--- config.mk ---
export PLATFORM = sky130hd
export DESIGN_NAME = score_sched
export DESIGN_NICKNAME = d
export VERILOG_FILES = /design/src/rtl/score_pkg.sv /design/src/rtl/score_bcd_digit.sv /design/src/rtl/score_sched.sv
export SDC_FILE = /design/constraint.sdc
export NUM_CORES = 1
export LEC_CHECK = 0
export BUFFER_PORTS_ARGS = -buffer_cell sky130_fd_sc_hd__buf_2
export CORE_MARGIN = 2
export CORE_UTILIZATION = 40
export CTS_CLUSTER_SIZE = 28
export DETAILED_ROUTE_END_ITERATION = 7
export PLACE_DENSITY = 0.71
export SYNTH_ARGS = -nofsm -noshare
export SYNTH_HDL_FRONTEND = slang
export SYNTH_SLANG_ARGS = --single-unit
--- constraint.sdc ---
create_clock -name clk22 -period 11.24 [get_ports clk22]
set_input_delay 0.562 -clock clk22 [delete_from_list [all_inputs] [get_ports clk22]]
set_output_delay 0.562 -clock clk22 [all_outputs]
set_load 0.01 [all_outputs]
--- src/rtl/score_pkg.sv ---
// score_pkg: shared types, constants and lookup tables for the score scheduler.
package score_pkg;

    // Scoring event classes; numeric order equals grant priority (highest last).
    typedef enum logic [1:0] {
        HIT   = 2'd0,
        BHIT  = 2'd1,
        KILL  = 2'd2,
        BKILL = 2'd3
    } score_class_e;

    // Accumulator sequencing states.
    typedef enum logic [1:0] {
        IDLE  = 2'd0,
        CARRY = 2'd1,
        SAT   = 2'd2
    } score_state_e;

    typedef logic [3:0] bcd_t;

    localparam bcd_t BCD_MAX = 4'd9;

    // Increment table: amount a class adds to its target digit.
    function automatic logic [1:0] class_inc(input score_class_e cls);
        logic [1:0] inc;
        case (cls)
            HIT:     inc = 2'd1;
            BHIT:    inc = 2'd2;
            KILL:    inc = 2'd1;
            BKILL:   inc = 2'd1;
            default: inc = 2'd0;
        endcase
        return inc;
    endfunction

    // Target-digit table: which BCD digit a class lands on.
    function automatic logic [1:0] class_tgt(input score_class_e cls);
        logic [1:0] tgt;
        case (cls)
            HIT:     tgt = 2'd0;
            BHIT:    tgt = 2'd0;
            KILL:    tgt = 2'd2;
            BKILL:   tgt = 2'd3;
            default: tgt = 2'd0;
        endcase
        return tgt;
    endfunction

    // Packed 4-digit BCD values order the same way as their binary image.
    function automatic logic bcd4_gt(input logic [15:0] a, input logic [15:0] b);
        return (a > b);
    endfunction

endpackage

--- src/rtl/score_bcd_digit.sv ---
// score_bcd_digit: adds 0..2 to one BCD digit, wrapping past 9 with a carry-out.
module score_bcd_digit
    import score_pkg::*;
(
    input  logic [3:0] digit,
    input  logic [1:0] inc,
    output logic [3:0] sum,
    output logic       carry
);

    logic [4:0] raw_s;

    // Binary add then fold back into 0..9.
    always_comb begin
        raw_s = {1'b0, digit} + {3'b000, inc};
        if (raw_s > {1'b0, BCD_MAX}) begin
            sum   = raw_s[3:0] - 4'd10;
            carry = 1'b1;
        end else begin
            sum   = raw_s[3:0];
            carry = 1'b0;
        end
    end

endmodule

--- src/rtl/score_sched.sv ---
// score_sched: queues scoring events per class and adds them one at a time
// into a 4-digit BCD score, rippling carries one digit per clock.
// Optional feature: define SCORE_HISCORE_EN to add the high-score register.
module score_sched
    import score_pkg::*;
#(
    parameter int PEND_W = 3
) (
    input  logic       clk22,
    input  logic       rst,
    input  logic       gamestart,
    input  logic       shot_enm,
    input  logic       shot_boss,
    input  logic       shot_reimu,
    input  logic [6:0] enmhp1,
    input  logic [6:0] enmhp2,
    input  logic [6:0] enmhp3,
    input  logic [6:0] enmhp4,
    input  logic [9:0] bosshp,
    output logic [3:0] score0,
    output logic [3:0] score1,
    output logic [3:0] score2,
    output logic [3:0] score3,
    output logic       busy
`ifdef SCORE_HISCORE_EN
    ,
    output logic [3:0] hiscore0,
    output logic [3:0] hiscore1,
    output logic [3:0] hiscore2,
    output logic [3:0] hiscore3
`endif
);

    localparam int SUM_W = PEND_W + 3;
    localparam logic [SUM_W-1:0] PEND_SAT = {3'b000, {PEND_W{1'b1}}};

    score_state_e      state_r, state_s;
    logic [1:0]        idx_r, idx_s;
    bcd_t              score_r [4];
    bcd_t              score_s [4];
    logic [PEND_W-1:0] pend_r [4];
    logic [PEND_W-1:0] pend_s [4];
    logic [SUM_W-1:0]  pend_sum_s [4];
    logic [2:0]        evt_inc_s [4];
    logic [4:0]        dead_r, hp_zero_s, kill_s;
    logic [2:0]        kill_cnt_s;
    logic              busy_r, busy_s;
    logic [3:0]        grant_oh_s;
    logic              grant_vld_s;
    score_class_e      grant_cls_s;
    logic [1:0]        add_sel_s, add_inc_s;
    bcd_t              add_in_s, add_sum_s;
    logic              add_carry_s;
    logic              at_max_s;

    assign score0 = score_r[0];
    assign score1 = score_r[1];
    assign score2 = score_r[2];
    assign score3 = score_r[3];
    assign busy   = busy_r;

    // Kill = HP reads zero while the target was last seen alive.
    always_comb begin
        hp_zero_s[0] = (enmhp1 == 7'd0);
        hp_zero_s[1] = (enmhp2 == 7'd0);
        hp_zero_s[2] = (enmhp3 == 7'd0);
        hp_zero_s[3] = (enmhp4 == 7'd0);
        hp_zero_s[4] = (bosshp == 10'd0);
        kill_s       = hp_zero_s & ~dead_r;
        kill_cnt_s   = {2'b00, kill_s[0]} + {2'b00, kill_s[1]}
                     + {2'b00, kill_s[2]} + {2'b00, kill_s[3]};
    end

    // Per-class arrivals this cycle.
    always_comb begin
        evt_inc_s[HIT]   = {2'b00, shot_enm};
        evt_inc_s[BHIT]  = {2'b00, shot_boss};
        evt_inc_s[KILL]  = kill_cnt_s;
        evt_inc_s[BKILL] = {2'b00, kill_s[4]};
    end

    // Fixed-priority grant, only while no carry or saturation is in flight.
    always_comb begin
        grant_oh_s  = 4'b0000;
        grant_cls_s = HIT;
        if (state_r != IDLE) begin
            grant_oh_s = 4'b0000;
        end else if (pend_r[BKILL] != {PEND_W{1'b0}}) begin
            grant_oh_s  = 4'b1000;
            grant_cls_s = BKILL;
        end else if (pend_r[KILL] != {PEND_W{1'b0}}) begin
            grant_oh_s  = 4'b0100;
            grant_cls_s = KILL;
        end else if (pend_r[BHIT] != {PEND_W{1'b0}}) begin
            grant_oh_s  = 4'b0010;
            grant_cls_s = BHIT;
        end else if (pend_r[HIT] != {PEND_W{1'b0}}) begin
            grant_oh_s  = 4'b0001;
            grant_cls_s = HIT;
        end else begin
            grant_oh_s = 4'b0000;
        end
        grant_vld_s = |grant_oh_s;
    end

    // Score pinned at 9999 swallows further grants.
    always_comb begin
        at_max_s = (score_r[0] == BCD_MAX) && (score_r[1] == BCD_MAX)
                && (score_r[2] == BCD_MAX) && (score_r[3] == BCD_MAX);
    end

    // Select the digit and amount fed to the shared BCD adder.
    always_comb begin
        add_sel_s = 2'd0;
        add_inc_s = 2'd0;
        case (state_r)
            IDLE: begin
                add_sel_s = class_tgt(grant_cls_s);
                add_inc_s = class_inc(grant_cls_s);
            end
            CARRY: begin
                add_sel_s = idx_r;
                add_inc_s = 2'd1;
            end
            default: begin
                add_sel_s = 2'd0;
                add_inc_s = 2'd0;
            end
        endcase
        add_in_s = score_r[add_sel_s];
    end

    score_bcd_digit u_add (
        .digit (add_in_s),
        .inc   (add_inc_s),
        .sum   (add_sum_s),
        .carry (add_carry_s)
    );

    // Next FSM state, carry index and score digits.
    always_comb begin
        state_s = state_r;
        idx_s   = idx_r;
        score_s = score_r;
        if (shot_reimu) begin
            state_s = IDLE;
            idx_s   = 2'd0;
            for (int d = 0; d < 4; d++) begin
                score_s[d] = 4'd0;
            end
        end else begin
            case (state_r)
                IDLE: begin
                    if (grant_vld_s && !at_max_s) begin
                        if (!add_carry_s) begin
                            score_s[add_sel_s] = add_sum_s;
                        end else if (add_sel_s == 2'd3) begin
                            // Thousands overflow: digit holds 9 until SAT fills the rest.
                            state_s = SAT;
                        end else begin
                            score_s[add_sel_s] = add_sum_s;
                            idx_s              = add_sel_s + 2'd1;
                            state_s            = CARRY;
                        end
                    end else begin
                        state_s = IDLE;
                    end
                end
                CARRY: begin
                    if (!add_carry_s) begin
                        score_s[idx_r] = add_sum_s;
                        state_s        = IDLE;
                    end else if (idx_r == 2'd3) begin
                        state_s = SAT;
                    end else begin
                        score_s[idx_r] = add_sum_s;
                        idx_s          = idx_r + 2'd1;
                    end
                end
                SAT: begin
                    state_s = IDLE;
                    for (int d = 0; d < 4; d++) begin
                        score_s[d] = BCD_MAX;
                    end
                end
                default: begin
                    state_s = IDLE;
                end
            endcase
        end
    end

    // Pending counters: arrivals minus grant, saturating at the top.
    always_comb begin
        for (int c = 0; c < 4; c++) begin
            pend_sum_s[c] = {3'b000, pend_r[c]} + {{PEND_W{1'b0}}, evt_inc_s[c]}
                          - {{(SUM_W-1){1'b0}}, grant_oh_s[c]};
            if (shot_reimu) begin
                pend_s[c] = {PEND_W{1'b0}};
            end else if (pend_sum_s[c] > PEND_SAT) begin
                pend_s[c] = {PEND_W{1'b1}};
            end else begin
                pend_s[c] = pend_sum_s[c][PEND_W-1:0];
            end
        end
    end

    // Busy reflects the state the block is about to be in.
    always_comb begin
        busy_s = (state_s != IDLE)
              || (pend_s[0] != {PEND_W{1'b0}}) || (pend_s[1] != {PEND_W{1'b0}})
              || (pend_s[2] != {PEND_W{1'b0}}) || (pend_s[3] != {PEND_W{1'b0}});
    end

    // Core state registers; reset and game start clear everything.
    always_ff @(posedge clk22) begin
        if (rst || gamestart) begin
            state_r <= IDLE;
            idx_r   <= 2'd0;
            busy_r  <= 1'b0;
            for (int d = 0; d < 4; d++) begin
                score_r[d] <= 4'd0;
                pend_r[d]  <= {PEND_W{1'b0}};
            end
        end else begin
            state_r <= state_s;
            idx_r   <= idx_s;
            busy_r  <= busy_s;
            for (int d = 0; d < 4; d++) begin
                score_r[d] <= score_s[d];
                pend_r[d]  <= pend_s[d];
            end
        end
    end

    // Dead flags start set so a target must come alive before its death scores.
    always_ff @(posedge clk22) begin
        if (rst || gamestart) begin
            dead_r <= 5'b11111;
        end else begin
            dead_r <= hp_zero_s;
        end
    end

`ifdef SCORE_HISCORE_EN
    bcd_t hi_r [4];
    logic hi_upd_s;

    assign hiscore0 = hi_r[0];
    assign hiscore1 = hi_r[1];
    assign hiscore2 = hi_r[2];
    assign hiscore3 = hi_r[3];

    // Capture a settled score that beats the record (pre-clear on player hit).
    always_comb begin
        hi_upd_s = (state_r == IDLE)
                && bcd4_gt({score_r[3], score_r[2], score_r[1], score_r[0]},
                           {hi_r[3], hi_r[2], hi_r[1], hi_r[0]});
    end

    // High-score register survives game start; only reset clears it.
    always_ff @(posedge clk22) begin
        if (rst) begin
            for (int d = 0; d < 4; d++) begin
                hi_r[d] <= 4'd0;
            end
        end else if (gamestart) begin
            for (int d = 0; d < 4; d++) begin
                hi_r[d] <= hi_r[d];
            end
        end else if (hi_upd_s) begin
            for (int d = 0; d < 4; d++) begin
                hi_r[d] <= score_r[d];
            end
        end else begin
            for (int d = 0; d < 4; d++) begin
                hi_r[d] <= hi_r[d];
            end
        end
    end
`endif

endmodule

==> impl_metrics.py, run 1 <==
metrics = {
    "status": {
        "status": "complete, no violations",
    },
    "cts": {
        "cts_tree": "built",
        "cts_resized": 0,
        "clk_pin_slew_worst_paths_ns": 0.09,
        "cts_buffer_depth": 2,
        "clk_latency_ns": 0.30,
        "cts_setup_buffers": 0,
        "clock-root-buffer": "clkbuf_8",
        "cts_sinks": 38,
        "postCtsHoldBufs": 0,
        "cts_buffers": 5,
        "htree_levels": 2,
    },
    "floorplanning": {
        "core_area_um2": 8590,
        "rows": 34,
        "die_area_um2": 9460,
        "die_h_um": 97.3,
        "io_pins": 61,
        "fp.dieW_um": 97.3,
        "start_util": 0.405,
    },
    "power": {
        "p_seq_frac": 0.214,
        "p_sw_w": 0.000364,
        "clockPowerShare": 0.133,
        "p_leak_nw": 1.63,
        "p_int_w": 0.000371,
        "switching_share": 0.495,
        "total_power_w": 0.000735,
        "power.density_nw_per_um2": 188,
        "p_comb_frac": 0.653,
        "peakVddDrop_mv": 0.114,
    },
    "drt": {
        "vias": 3557,
        "vias_per_cell": 5.84,
        "drc": 0,
        "firstDrtPassIters": 5,
        "wl_per_cell_um": 15.5,
        "ant_nets": 0,
        "wl_um": 9460,
        "drt_iter0_drc": 194,
    },
    "synthesis": {
        "synth_cell_types": 67,
        "synth_cells": 451,
        "ys_seq_elements": 38,
        "synth_flop_cell": "dfxtp_1",
        "synth_warnings": 0,
        "synth_edf_count": 0,
        "ys_seq_area_frac": 0.219,
        "synthArstFlopShare": 0,
        "syn_area_um2": 3480,
        "synth_fp_nets": 531,
        "syn_area_per_cell_um2": 7.72,
    },
    "worst_hold_path": {
        "hold_start": "enmhp1[3]",
        "hold_class": "input pin to flip-flop",
    },
    "timing": {
        "final_max_slew_viol_count": 0,
        "timing_hold_violations_final": 0,
        "worstMarginPinSlew_ns": 1.09,
        "period_share": 0.492,
        "clock_skew_ns": 0.0180,
        "tns_ns": 0,
        "finalCriticalPeriod_ns": 5.53,
        "max_freq_mhz": 181,
        "rsz0062_at_grt": "false",
        "setup_viol": 0,
        "maxSlewHeadroom": 0.273,
    },
    "setup_path": {
        "cp.required_ns": 11.46,
        "path_class": "flip-flop to flip-flop",
        "cp_slowest_cell": "ha_1",
        "cp_common_cell": "ha_1",
        "cp-start-kind": "flip-flop",
        "end_kind": "flip-flop",
        "critPathLaunch": "state_r[1]$_SDFF_PP0_",
        "rr_startpoint": "state_r[1]$_SDFF_PP0_",
        "cp.arrival_ns": 5.75,
        "path_cells": "inv_1 > ha_1 > nand2_1 > and3_1 > nand2_1 > and3_1 > a31oi_1 > ha_1 > fa_1 > xor2_1 > ha_1 > a21boi_0 > nand4b_2 > o21a_1 > o211a_1 > or4b_1 > a21oi_1",
        "crit_fanout": 17,
        "slowest_delay_ns": 0.59,
    },
    "global_route": {
        "grt_pass1_vias": 3478,
        "grt_overflow": 0,
        "grt_pass1_wl_um": 16000,
        "grt_max_degree": 31,
        "antenna_found_initial": 0,
        "track_usage": 0.200,
    },
    "cells_and_area": {
        "nets": 582,
        "design_area_um2": 3910,
        "mostFrequentLayoutCells": "60 x buf_2, 49 x nand2_1, 48 x nor2_1",
        "final_common_cell": "buf_2",
        "area_delta_synth_final_pct": 12.3,
        "diodes": 0,
        "drive_gt1_frac": 0.194,
    },
    "placed_design": {
        "port-buffer-count": 60,
        "dpl-instance-area_um2": 3820,
        "hpwl_um": 7500,
        "gp_congestion": 0.981,
    },
    "run": {
        "drv_cap": 0,
    },
}
==> cell usage after synthesis (4+ instances only) <==
library cell	instances	area [um2]
nand2_1	49	184
nor2_1	48	180
inv_1	43	161
dfxtp_1	38	761
a21oi_1	30	150
ha_1	29	363
o21ai_0	19	95.1
nand3_1	15	75.1
nor3_1	13	65.1
nor2b_1	11	68.8
nor4_1	9	56.3
mux2i_1	8	80.1
clkbuf_1	7	26.3
fa_1	7	140
a31oi_1	6	37.5
a32oi_1	5	43.8
nand4_1	5	31.3
o211ai_1	5	37.5
o31ai_1	5	37.5
or2_2	5	31.3
or3_1	5	31.3
and3_1	4	25.0
buf_4	4	30.0
mux2_2	4	45.0
o22ai_1	4	25.0
xnor2_1	4	35.0
xor2_1	4	35.0
==> path summary, 6_finish.rpt <==
path / endpoint / slack (ns) / cells after the start
min reg2reg: flip-flop / 0.53 / 2
max: flip-flop / 5.71 / 17
max reg2reg: flip-flop / 5.71 / 17
min: dead_r[0]$_SDFF_PP1_ / 0.52 / 4
==> metrics by stage <==
stage / setup slack, ns / cells / util / hold WS (ns)
after global routing: 5.19 / 609 / 0.455 / 0.544
after global placement: 6.05 / 603 / 0.445 / 0.498
after detailed placement: 5.79 / 603 / 0.445 / 0.514
after floorplan: 6.68 / 451 / - / 0.504
after CTS: 5.77 / 609 / 0.455 / 0.523
final: 5.71 / 609 / 0.455 / 0.524
==> power by group through the flow <==
stage	Sequential (W)	Clock, W	Combinational, W
global placement	0.000160	0	0.000455
finish	0.000157	0.0000976	0.000480
floorplan	0.000158	0	0.000365
detailed placement	0.000160	0	0.000469
CTS	0.000157	0.0000982	0.000473
global route	0.000159	0.000104	0.000533
==> worst max-delay path, delay by kind of cell (launching register included) <==
kind                     cells  cell delay, ns
buffers and inverters        1            0.12
AO/OA/AOI/OAI                5            1.47
adder cells (fa/ha/maj)      4            1.66
XOR/XNOR                     1            0.33
flip-flops                   1            0.34
AND/OR/NAND/NOR              6            1.54
==> cell type report <==
| class | instances | area (um2) |
|---|---|---|
| inverter | 44 | 165 |
| timing repair buffer | 60 | 300 |
| multi-input combinational | 353 | 2460 |
| clock buffer | 6 | 82.6 |
| tap | 108 | 135 |
| sequential | 38 | 761 |
| fill | 867 | 4690 |
==> layer usage <==
layer / part of all wire / wire, um / up-vias / track usage
li1: - / - / 1721 / -
met1: 0.42 / 3940 / 1633 / 0.251
met2: 0.47 / 4490 / 162 / 0.338
met3: 0.068 / 645 / 41 / 0.0295
met4: 0.041 / 389 / 0 / 0.0940
met5: 0 / 0 / - / 0
==> cells by family (layout without fill, tap and decap cells) <==
kind of cell	count (synthesis)	in the layout	share of synthesized area
XOR/XNOR	8	8	0.0201
flip-flops	38	38	0.219
buffers and inverters	60	110	0.0737
AND/OR/NAND/NOR	175	175	0.244
multiplexers	13	13	0.0403
adder cells (fa/ha/maj)	36	36	0.144
AO/OA/AOI/OAI	121	121	0.259
(Power assumes the default switching activity.)
==> run 2: changes to the inputs <==
--- a/config.mk
+++ b/config.mk
@@ -10,7 +10,7 @@
 export CORE_UTILIZATION = 40
 export CTS_CLUSTER_SIZE = 28
 export DETAILED_ROUTE_END_ITERATION = 7
-export PLACE_DENSITY = 0.71
+export PLACE_DENSITY = 0.74
 export SYNTH_ARGS = -nofsm -noshare
 export SYNTH_HDL_FRONTEND = slang
 export SYNTH_SLANG_ARGS = --single-unit
==> constraint.sdc (replaced) <==
create_clock -name clk22 -period 4.43 [get_ports clk22]
set_input_delay 0.2215 -clock clk22 [delete_from_list [all_inputs] [get_ports clk22]]
set_output_delay 0.2215 -clock clk22 [all_outputs]
set_load 0.01 [all_outputs]
==> impl_metrics.py, run 2 (synthesized netlist as in run 1, its figures left out) <==
metrics = {
    "cells_and_area": {
        "mostFrequentLayoutCells": "60 x buf_2, 49 x nand2_1, 47 x nor2_1",
        "area_delta_synth_final_pct": 19.3,
        "utilization": 0.483,
        "drive_gt1_frac": 0.247,
        "final_common_cell": "buf_2",
        "diodes": 0,
        "nets": 602,
    },
    "setup_path": {
        "cp-start-kind": "flip-flop",
        "r2r_setup_slack_ns": 0.26,
        "crit_fanout": 10,
        "cp.required_ns": 4.65,
        "path_class": "flip-flop to flip-flop",
        "cp.arrival_ns": 4.39,
        "end_kind": "flip-flop",
    },
    "drt": {
        "vias_per_cell": 5.86,
        "ant_nets": 0,
        "vias": 3699,
        "drt_iter0_drc": 263,
        "drc": 0,
        "wl_um": 10100,
        "wl_per_cell_um": 16.0,
        "firstDrtPassIters": 5,
    },
    "power": {
        "switching_share": 0.476,
        "p_comb_frac": 0.663,
        "power.density_nw_per_um2": 500,
        "p_seq_frac": 0.193,
        "p_leak_nw": 1.75,
        "total_power_w": 0.00208,
        "p_int_w": 0.00109,
        "p_sw_w": 0.000989,
        "peakVddDrop_mv": 0.286,
        "clockPowerShare": 0.145,
    },
    "timing": {
        "clock_skew_ns": 0.00968,
        "maxSlewHeadroom": 0.276,
        "setup_viol": 0,
        "hold_ws_ns": 0.178,
        "tns_ns": 0,
        "fin_ws_ns": 0.264,
        "final_max_slew_viol_count": 0,
        "max_freq_mhz": 240,
        "period_share": 0.940,
        "worstMarginPinSlew_ns": 1.09,
        "finalCriticalPeriod_ns": 4.17,
        "timing_hold_violations_final": 0,
    },
    "cts": {
        "clk_latency_ns": 0.30,
        "clk_pin_slew_worst_paths_ns": 0.08,
        "cts_sinks": 38,
        "cts_tree": "built",
        "postCtsHoldBufs": 0,
        "cts_buffers": 5,
        "htree_levels": 2,
        "cts_buffer_depth": 2,
        "clock-root-buffer": "clkbuf_8",
    },
    "run": {
        "drv_cap": 0,
    },
    "global_route": {
        "grt_max_degree": 31,
        "antenna_found_initial": 0,
        "grt_overflow": 0,
        "grt_pass1_vias": 3538,
        "grt_pass1_wl_um": 16400,
        "track_usage": 0.206,
    },
    "floorplanning": {
        "die_h_um": 97.3,
        "die_area_um2": 9460,
        "fp.dieW_um": 97.3,
        "io_pins": 61,
        "rows": 34,
        "core_area_um2": 8590,
        "start_util": 0.405,
    },
    "placed_design": {
        "hpwl_um": 7760,
        "port-buffer-count": 60,
        "pre_cts_slack_ns": -0.0255,
        "gp_congestion": 0.960,
    },
    "status": {
        "status": "complete, no violations",
    },
    "worst_hold_path": {
        "hold_class": "input pin to flip-flop",
    },
}
run 2: layer usage:
metal | part of all wire | up-vias | wire (um) | GRT usage
met2 | 0.48 | 196 | 4820 | 0.360
met4 | 0.038 | 0 | 382 | 0.0684
met3 | 0.082 | 47 | 825 | 0.0331
met5 | 0 | - | 0 | 0
met1 | 0.40 | 1699 | 4050 | 0.260
li1 | - | 1757 | - | -
run 2: repair_timing:
item / CTS / global route
gates resized for setup: 1 / 16
pin swaps: 0 / 1
setup buffers: 0 / 1
endpoints found under the setup margin: 5 / 21
cloned: 0 / 0
run 2: final cells by class:
| class | count | area (um2) |
|---|---|---|
| inverter | 44 | 165 |
| fill | 850 | 4440 |
| timing repair buffer | 80 | 450 |
| sequential | 38 | 761 |
| clock buffer | 7 | 76.3 |
| tap | 108 | 135 |
| clock inverter | 1 | 30.0 |
| multi-input combinational | 353 | 2530 |
run 2: power by group through the flow:
stage | clock network, W | registers, W | logic (W)
global route | 0.000322 | 0.000404 | 0.00153
detailed placement | 0 | 0.000407 | 0.00126
global placement | 0 | 0.000405 | 0.00122
floorplan | 0 | 0.000400 | 0.000930
CTS | 0.000308 | 0.000399 | 0.00129
finish | 0.000301 | 0.000400 | 0.00138
run 2: worst paths after layout:
path | from | end | cells past startpoint
worst max-delay path | state_r[1]$_SDFF_PP0_ | flip-flop | 19
worst min-delay path | enmhp1[3] | dead_r[0]$_SDFF_PP1_ | 4
worst max register to register | state_r[1]$_SDFF_PP0_ | flip-flop | 19
worst min register to register | flip-flop | flip-flop | 2
run 2: worst max-delay path: stages, from the launching register on:
cell and delay (ns):
dfxtp_1 0.34, inv_1 0.12, ha_1 0.28, buf_4 0.21, nand2_2 0.11, nand2_4 0.18
and3_1 0.17, a31oi_1 0.04, ha_1 0.23, fa_1 0.44, xor2_2 0.19, ha_2 0.21
a21boi_4 0.16, nor2_2 0.13, nand3_1 0.15, buf_4 0.19, a31oi_4 0.22, nor3_1 0.10
or4b_1 0.47, a21oi_1 0.14
run 2: metrics by stage:
stage / area (um2) / cells
after global placement: 3970 / 622
after floorplan: 3480 / 451
after CTS: 4080 / 630
after global routing: 4150 / 631
after detailed placement: 3970 / 622
final: 4150 / 631
